**src/rtl/next_pc_unit.sv**
```systemverilog
`default_nettype none
// +----------------------------------------------------------------------+
// | Module   : next_pc_unit                                              |
// | Purpose  : Program counter / next-PC stage for the MIPS-lite core.   |
// |            Fetches over a req/ack handshake, latches the word,       |
// |            raises a one-cycle execute strobe, then resolves the      |
// |            branch/jump select and loads the new PC. Holds a sticky   |
// |            zero-status flag (bz) and a sticky fetch-timeout fault.   |
// | Revision : 1.0  initial release                                      |
// +----------------------------------------------------------------------+
// | Ports                                                                |
// |  clk, reset             clock, synchronous active-high reset         |
// |  imem_addr/req/ack/rdata instruction memory fetch handshake          |
// |  instr, exec_valid      latched instruction and execute strobe       |
// |  bj, alu_zero, rs_sign  branch/jump select and conditions (EXEC)     |
// |  status_we, result_zero zero-status flag update (EXEC)               |
// |  pc, link_pc, taken     current PC, PC+4, redirect indicator         |
// |  fault                  sticky fetch-timeout flag                    |
// +----------------------------------------------------------------------+
module next_pc_unit #(
  parameter logic [31:0] RESET_PC = 32'h0000_0000,
  parameter int          TIMEOUT  = 16
) (
  input  logic        clk,
  input  logic        reset,
  output logic [31:0] imem_addr,
  output logic        imem_req,
  input  logic        imem_ack,
  input  logic [31:0] imem_rdata,
  output logic [31:0] instr,
  output logic        exec_valid,
  input  logic [2:0]  bj,
  input  logic        alu_zero,
  input  logic        rs_sign,
  input  logic        status_we,
  input  logic        result_zero,
  output logic [31:0] pc,
  output logic [31:0] link_pc,
  output logic        taken,
  output logic        fault
);

  localparam int          TW        = $clog2(TIMEOUT + 1);
  localparam logic [TW-1:0] TIMER_LAST = TW'(TIMEOUT - 1);

  typedef enum logic [1:0] {
    ST_IDLE  = 2'd0,
    ST_FETCH = 2'd1,
    ST_EXEC  = 2'd2,
    ST_HALT  = 2'd3
  } state_t;

  state_t          state_q, state_d;
  logic [31:0]     pc_q, pc_d;
  logic [31:0]     instr_q, instr_d;
  logic            zflag_q, zflag_d;
  logic            fault_q, fault_d;
  logic [TW-1:0]   timer_q, timer_d;

  logic [31:0]     p4;
  logic [31:0]     boff;
  logic [31:0]     jt;
  logic            redirect;
  logic [31:0]     target;

  // Target candidates, all relative to the instruction currently held.
  assign p4   = pc_q + 32'd4;
  assign boff = p4 + {{14{instr_q[15]}}, instr_q[15:0], 2'b00};
  assign jt   = {p4[31:28], instr_q[25:0], 2'b00};

  // Redirect decision; bz reads the flag value from before this EXEC's update.
  always_comb begin
    redirect = 1'b0;
    target   = jt;
    case (bj)
      3'b110: begin redirect = alu_zero; target = boff; end
      3'b101: begin redirect = rs_sign;  target = boff; end
      3'b001: redirect = zflag_q;
      3'b011: redirect = 1'b1;
      3'b010: redirect = 1'b1;
      default: redirect = 1'b0;
    endcase
  end

  always_comb begin
    state_d = state_q;
    pc_d    = pc_q;
    instr_d = instr_q;
    zflag_d = zflag_q;
    fault_d = fault_q;
    timer_d = timer_q;
    case (state_q)
      ST_IDLE: state_d = ST_FETCH;
      ST_FETCH: begin
        if (imem_ack) begin
          instr_d = imem_rdata;
          timer_d = '0;
          state_d = ST_EXEC;
        end else if (timer_q == TIMER_LAST) begin
          fault_d = 1'b1;
          state_d = ST_HALT;
        end else begin
          timer_d = timer_q + 1'b1;
        end
      end
      ST_EXEC: begin
        pc_d    = redirect ? target : p4;
        if (status_we) zflag_d = result_zero;
        state_d = ST_FETCH;
      end
      ST_HALT: state_d = ST_HALT;
      default: state_d = ST_IDLE;
    endcase
  end

  always_ff @(posedge clk) begin
    if (reset) begin
      state_q <= ST_IDLE;
      pc_q    <= RESET_PC;
      instr_q <= '0;
      zflag_q <= 1'b0;
      fault_q <= 1'b0;
      timer_q <= '0;
    end else begin
      state_q <= state_d;
      pc_q    <= pc_d;
      instr_q <= instr_d;
      zflag_q <= zflag_d;
      fault_q <= fault_d;
      timer_q <= timer_d;
    end
  end

  assign imem_req   = (state_q == ST_FETCH);
  assign imem_addr  = pc_q;
  assign exec_valid = (state_q == ST_EXEC);
  assign taken      = exec_valid & redirect;
  assign instr      = instr_q;
  assign pc         = pc_q;
  assign link_pc    = p4;
  assign fault      = fault_q;

endmodule
`default_nettype wire

```
**config.mk**
```make
export PLATFORM = sky130hd
export DESIGN_NAME = next_pc_unit
export DESIGN_NICKNAME = d
export VERILOG_FILES = /design/src/rtl/next_pc_unit.sv
export SDC_FILE = /design/constraint.sdc
export NUM_CORES = 1
export LEC_CHECK = 0
export CAP_MARGIN = 30
export CELL_PAD_IN_SITES_DETAIL_PLACEMENT = 1
export CELL_PAD_IN_SITES_GLOBAL_PLACEMENT = 2
export CORE_MARGIN = 2
export CORE_UTILIZATION = 27
export CTS_BUF_LIST = sky130_fd_sc_hd__clkbuf_2 sky130_fd_sc_hd__clkbuf_4 sky130_fd_sc_hd__clkbuf_8
export DETAILED_ROUTE_END_ITERATION = 6
export PLACE_DENSITY_LB_ADDON = 0.05
export SETUP_SLACK_MARGIN = 0.5
export SYNTH_ARGS = -nofsm -noshare
export SYNTH_HDL_FRONTEND = slang
export SYNTH_SLANG_ARGS = --single-unit
export TNS_END_PERCENT = 30
```
**constraint.sdc**
```tcl
create_clock -name clk -period 4.4 [get_ports clk]
set_clock_uncertainty 0.1 [all_clocks]
set_input_delay 1.1 -clock clk [delete_from_list [all_inputs] [get_ports clk]]
set_output_delay 1.1 -clock clk [all_outputs]
set_load 0.03 [all_outputs]
```
Word-level counts from Yosys, hierarchy flattened --
Cells that the tools add are included.
Storage, ports and cells: flip-flop bits (word level) 73, latch bits 0, bits in writable memories 0, bits in read-only memories 0, input port bits 42, output and inout bits 132, logic and storage cells 38, memories 0
Operators by class: add/sub/neg operators 3, multipliers 0, div/mod/pow operators 0, $lt $le $gt $ge 0, equality and inequality tests 11, shift operators 0, mux-type cells 8, bitwise operators 2, reductions and logical operators 8
Operators by type and width (number):
- $mux W32 | 2
- $add A32 B3 Y32 const B | 1
- $add A32 B32 Y32 | 1
- $mux W5 | 2
- $eq A3 B2 Y1 const B | 2
- $eq A3 B3 Y1 const B | 2
- $pmux W2 S3 | 1
- $reduce_and A2 Y1 | 3
- $reduce_or A2 Y1 | 3
- $add A5 B1 Y5 const B | 1
- $eq A5 B4 Y1 const B | 1
- $eq A2 B2 Y1 const B | 2
- $mux W2 | 2
- $pmux W1 S4 | 1
- $eq A3 B1 Y1 const B | 1
- $ne A3 B1 Y1 const B | 1
- $reduce_and A3 Y1 | 1
- $eq A2 B1 Y1 const B | 1
- $logic_not A2 Y1 | 1
- $ne A2 B2 Y1 const B | 1
- $and A1 B1 Y1 | 1
- $not A1 Y1 | 1

Logic depth before layout (Yosys ltp) --
depth in word-level cells 4, mapped depth 19, gate-level depth less buffers 17

Worst setup path after synthesis --
OpenSTA, ideal clock, no wires.
kind register -> register, from register pc_q[2], in the netlist imem_addr[2], to register pc_q[31], in the netlist imem_addr[31], setup time 0.123 ns, data arrival time 4.637 ns, data required time 4.177 ns, slack -0.460 ns, cell stages (with the launch flop) 20, buffers on the path 2, clock period less this slack 4.860 ns, path through dfxtp_1 -> ha_1 -> and4_1 -> and2_1 -> and4_1 -> clkbuf_2 -> nand2_1 -> nor2_1 -> nand2_1 -> xnor2_1 -> ha_1 -> buf_2 -> a21o_1 -> a211oi_2 -> nand4_2 -> nand4_2 -> a31oi_1 -> or4_1 -> a21oi_1 -> mux2_1
On the way: longest elaborated chain between the ends 4
RTL lines:
- from (decl) | RTL line 54 | logic [31:0] pc_q, pc_d;
- from (signal assigned) | RTL line 126 | pc_q <= pc_d;
- $add A32 B3 Y32 | RTL line 67 | assign p4 = pc_q + 32'd4;
- named net link_pc[22] | RTL line 38 | output logic [31:0] link_pc,
- $add A32 B32 Y32 | RTL line 68 | assign boff = p4 + {{14{instr_q[15]}}, instr_q[15:0], 2'b00};
- $mux W32 | RTL line 75 | case (bj)
- $mux W32 | RTL line 107 | pc_d = redirect ? target : p4;
The timed path passes the listed nets, and every way through them passes these cells. A chain may end at the register's enable or synchronous reset.

Final worst setup path --
from register pc_q[2], in the netlist imem_addr[2], to output link_pc[26]
On the way: longest elaborated chain between the ends 1
RTL lines (RTL line):
- $add A32 B3 Y32 | 67
- to (decl) | 38
Every way passes these cells.

==> run metrics <==
min cycle time layout 3930 ps; Filler cells 2524; worst endpoint data arrival time 2730 ps; Layout Utilization between 40% and 50%; setup TNS 0 ps; pwr/cell area 202 mW/mm2; DRT Wirelength 25.0 mm; YS warnings 0; Crit path top cell by count and4_4; worst setup path startpoint imem_addr[2]; share of layout cells above drive strength 1 20.5%; max_cap viols 0; die area 0.0224 mm2; RR Startpoint imem_addr[2]; average size of a mapped cell 7.39 um2; EDFF count, synth 0; min-delay worst type reg -> reg; Final Setup Violations 0; RSZ-0062 raised after global routing true; count of final max-slew check failures 0; nets between 1000 and 1500; clock slew at reported path FFs around 80 ps; 1st-iter DRT viols 303; # IOs about 170; Routed WL per cell slightly above 20 um; clock tree root driver cell clkbuf_8; CP Max Fanout 6; fmax 0.254 GHz; critical path required time roughly 3200 ps; Peak VDD IR 120 uV; Die W 150 um; Final Power 1.73 mW; Async S/R FF share, synth 0%; 1st-pass router iterations 4; grt ovf 0; Yosys top cell area share 24.8%; CP Launch Type flip-flop; worst path cell trace ha_4 -> and4_4 -> and2_4 -> and4_4 -> and3_2 -> buf_4 -> nand2_1 -> xnor2_1 -> dlygate4sd2_1; Worst Setup Path Type reg -> out; htree depth 3; Yosys cell types 70; # hold bufs at CTS 0; Rows 53; worst-margin pin slew ~810 ps; post-place setup slack 124 ps; delay-heaviest family, CP simple AND/OR/NAND/NOR gates; first-pass GRT wire length 37.9 mm; initial antenna violation count 0; max_slew headroom between 40% and 50%; Slowest cell on crit path dlygate4sd2_1; PortBufs 167; crit end category primary output; sequential share of the synthesized area 24.8%; slowest stage delay, CP approximately 470 ps; area grow syn2layout 48.9%; Core ar. around 0.021 mm2; CTS tree yes; flops & latches, synth 71; vias post-DR about 6500; ys flop type dfxtp_1; Final period util 89.4%; DRC violations left 0; Final GP Congestion ~0.9; post-detailed-placement half-perimeter wirelength 19.1 mm; final hold vios 0; Die Ht 150 um; Antenna diodes 0; largest cells by area after synthesis dfxtp_1 25%, a21oi_1 9.1%, nand2_1 8.8%; Synth Cell Area 0.00574 mm2; Synth area leader dfxtp_1; status finished, final reports clean; Buf/Inv on CP 2; Gate Count Post-Synth 777; clk buf depth 2; CTS buffer count 9; total track usage between 20% and 30%; Leak Pwr 3.36 nW; Final Worst Setup Slack ~470 ps; effective utilization at floorplan a little over a quarter; ANT nets after route 0; worst hold start zflag_q; largest net degree at the start of global routing 32; worst-skew pair later-pin latency 380 ps; vias in the first global route 6618; Sink Count a little over 70; Vias/cell 5.25
[report_power, final]
part	internal (mW)	leakage (nW)	switching, mW
clock network	0.321	0.110	0.305
logic	0.165	2.66	0.254
registers	0.660	0.584	0.0247
total	1.14	3.36	0.583
[sequential cells by signal, summed over array words and instances (netlist names)]
signal	count
zflag_q	1
state_q	2
imem_addr	30
timer_q	5
instr	32
fault	1
[what timing repair did]
| action | CTS | global route |
|---|---|---|
| buffers inserted | 13 | 12 |
| pin swaps | 16 | 16 |
| resized for setup | 49 | 47 |
| setup endpoints to repair | 25 | 21 |
[worst paths after layout]
path	depth (start not counted)	to	slack, ps
hold reg to reg	2	zflag_q	360
hold / removal	2	zflag_q	360
setup reg to reg	17	imem_addr[31]	490
setup / recovery	9	link_pc[26]	470
[through the flow]
stage | std cells | instance area (um2) | hold WS [ps]
after floorplan | 782 | 5940 | 337
after global placement | 1192 | 7810 | 344
after detailed placement | 1192 | 7810 | 351
after CTS | 1221 | 8240 | 363
after global routing | 1233 | 8550 | 394
final | 1233 | 8550 | 361
[layer usage]
metal	track usage (%)	vias to the layer above	share of wire, %
met5	0	-	0
met4	6.70	0	2.1
met3	3.78	28	4.7
met2	36.3	152	47
met1	29.8	3229	46
li1	-	3068	-
[layout make-up]
| cell class | instances | area (um2) | area share [%] |
|---|---|---|---|
| clock buffer | 9 | 124 | 1.45 |
| clock inverter | 7 | 95.1 | 1.11 |
| inverter | 12 | 45.0 | 0.527 |
| multi-input combinational | 622 | 4300 | 50.3 |
| sequential | 71 | 1450 | 17.0 |
| tap | 275 | 344 | 4.03 |
| timing repair buffer | 237 | 2180 | 25.5 |
[synthesized netlist by cell type (13+ instances only)]
| cell | count |
|---|---|
| nand2_1 | 135 |
| nor3_1 | 14 |
| a21o_1 | 13 |
| buf_4 | 41 |
| o21ai_0 | 34 |
| dfxtp_1 | 71 |
| nor2_1 | 52 |
| xnor2_1 | 33 |
| xor2_1 | 19 |
| ha_1 | 38 |
| clkbuf_1 | 31 |
| nand3_1 | 17 |
| a21oi_1 | 104 |
[worst min-delay path, stage by stage, from the launching register on]
cell and delay [ps]:
dfxtp_1 320, nand2_1 50, a21oi_1 50
[cell families (layout without fill, tap and decap cells)]
family / count (synthesis) / in the layout / synth area share, %
adder cells (fa/ha/maj): 39 / 39 / 8.63
buffers and inverters: 89 / 265 / 9.02
AND/OR/NAND/NOR: 291 / 291 / 24.5
XOR/XNOR: 52 / 52 / 7.93
multiplexers: 3 / 3 / 0.545
other: 1 / 6 / 0.0653
AO/OA/AOI/OAI: 231 / 231 / 24.6
flip-flops: 71 / 71 / 24.8
[placed cells by master, fill, tap and decap left out, types with 5 or more instances in the layout]
master	count
a211oi_1	6
a21o_1	13
a21oi_1	93
a21oi_2	10
a31oi_1	11
and3_1	6
and4_4	6
buf_4	71
clkbuf_8	9
clkdlybuf4s50_1	154
conb_1	6
dfxtp_1	59
dfxtp_2	5
dfxtp_4	7
dlygate4sd2_1	9
ha_1	23
ha_2	7
ha_4	8
inv_1	11
nand2_1	132
nand3_1	12
nand3_2	5
nand3b_1	8
nand4_1	7
nor2_1	48
nor3_1	13
o211ai_1	12
o21a_1	6
o21ai_0	32
xnor2_1	21
xnor2_2	9
xor2_1	16
Power figures use the tool's default switching activity.
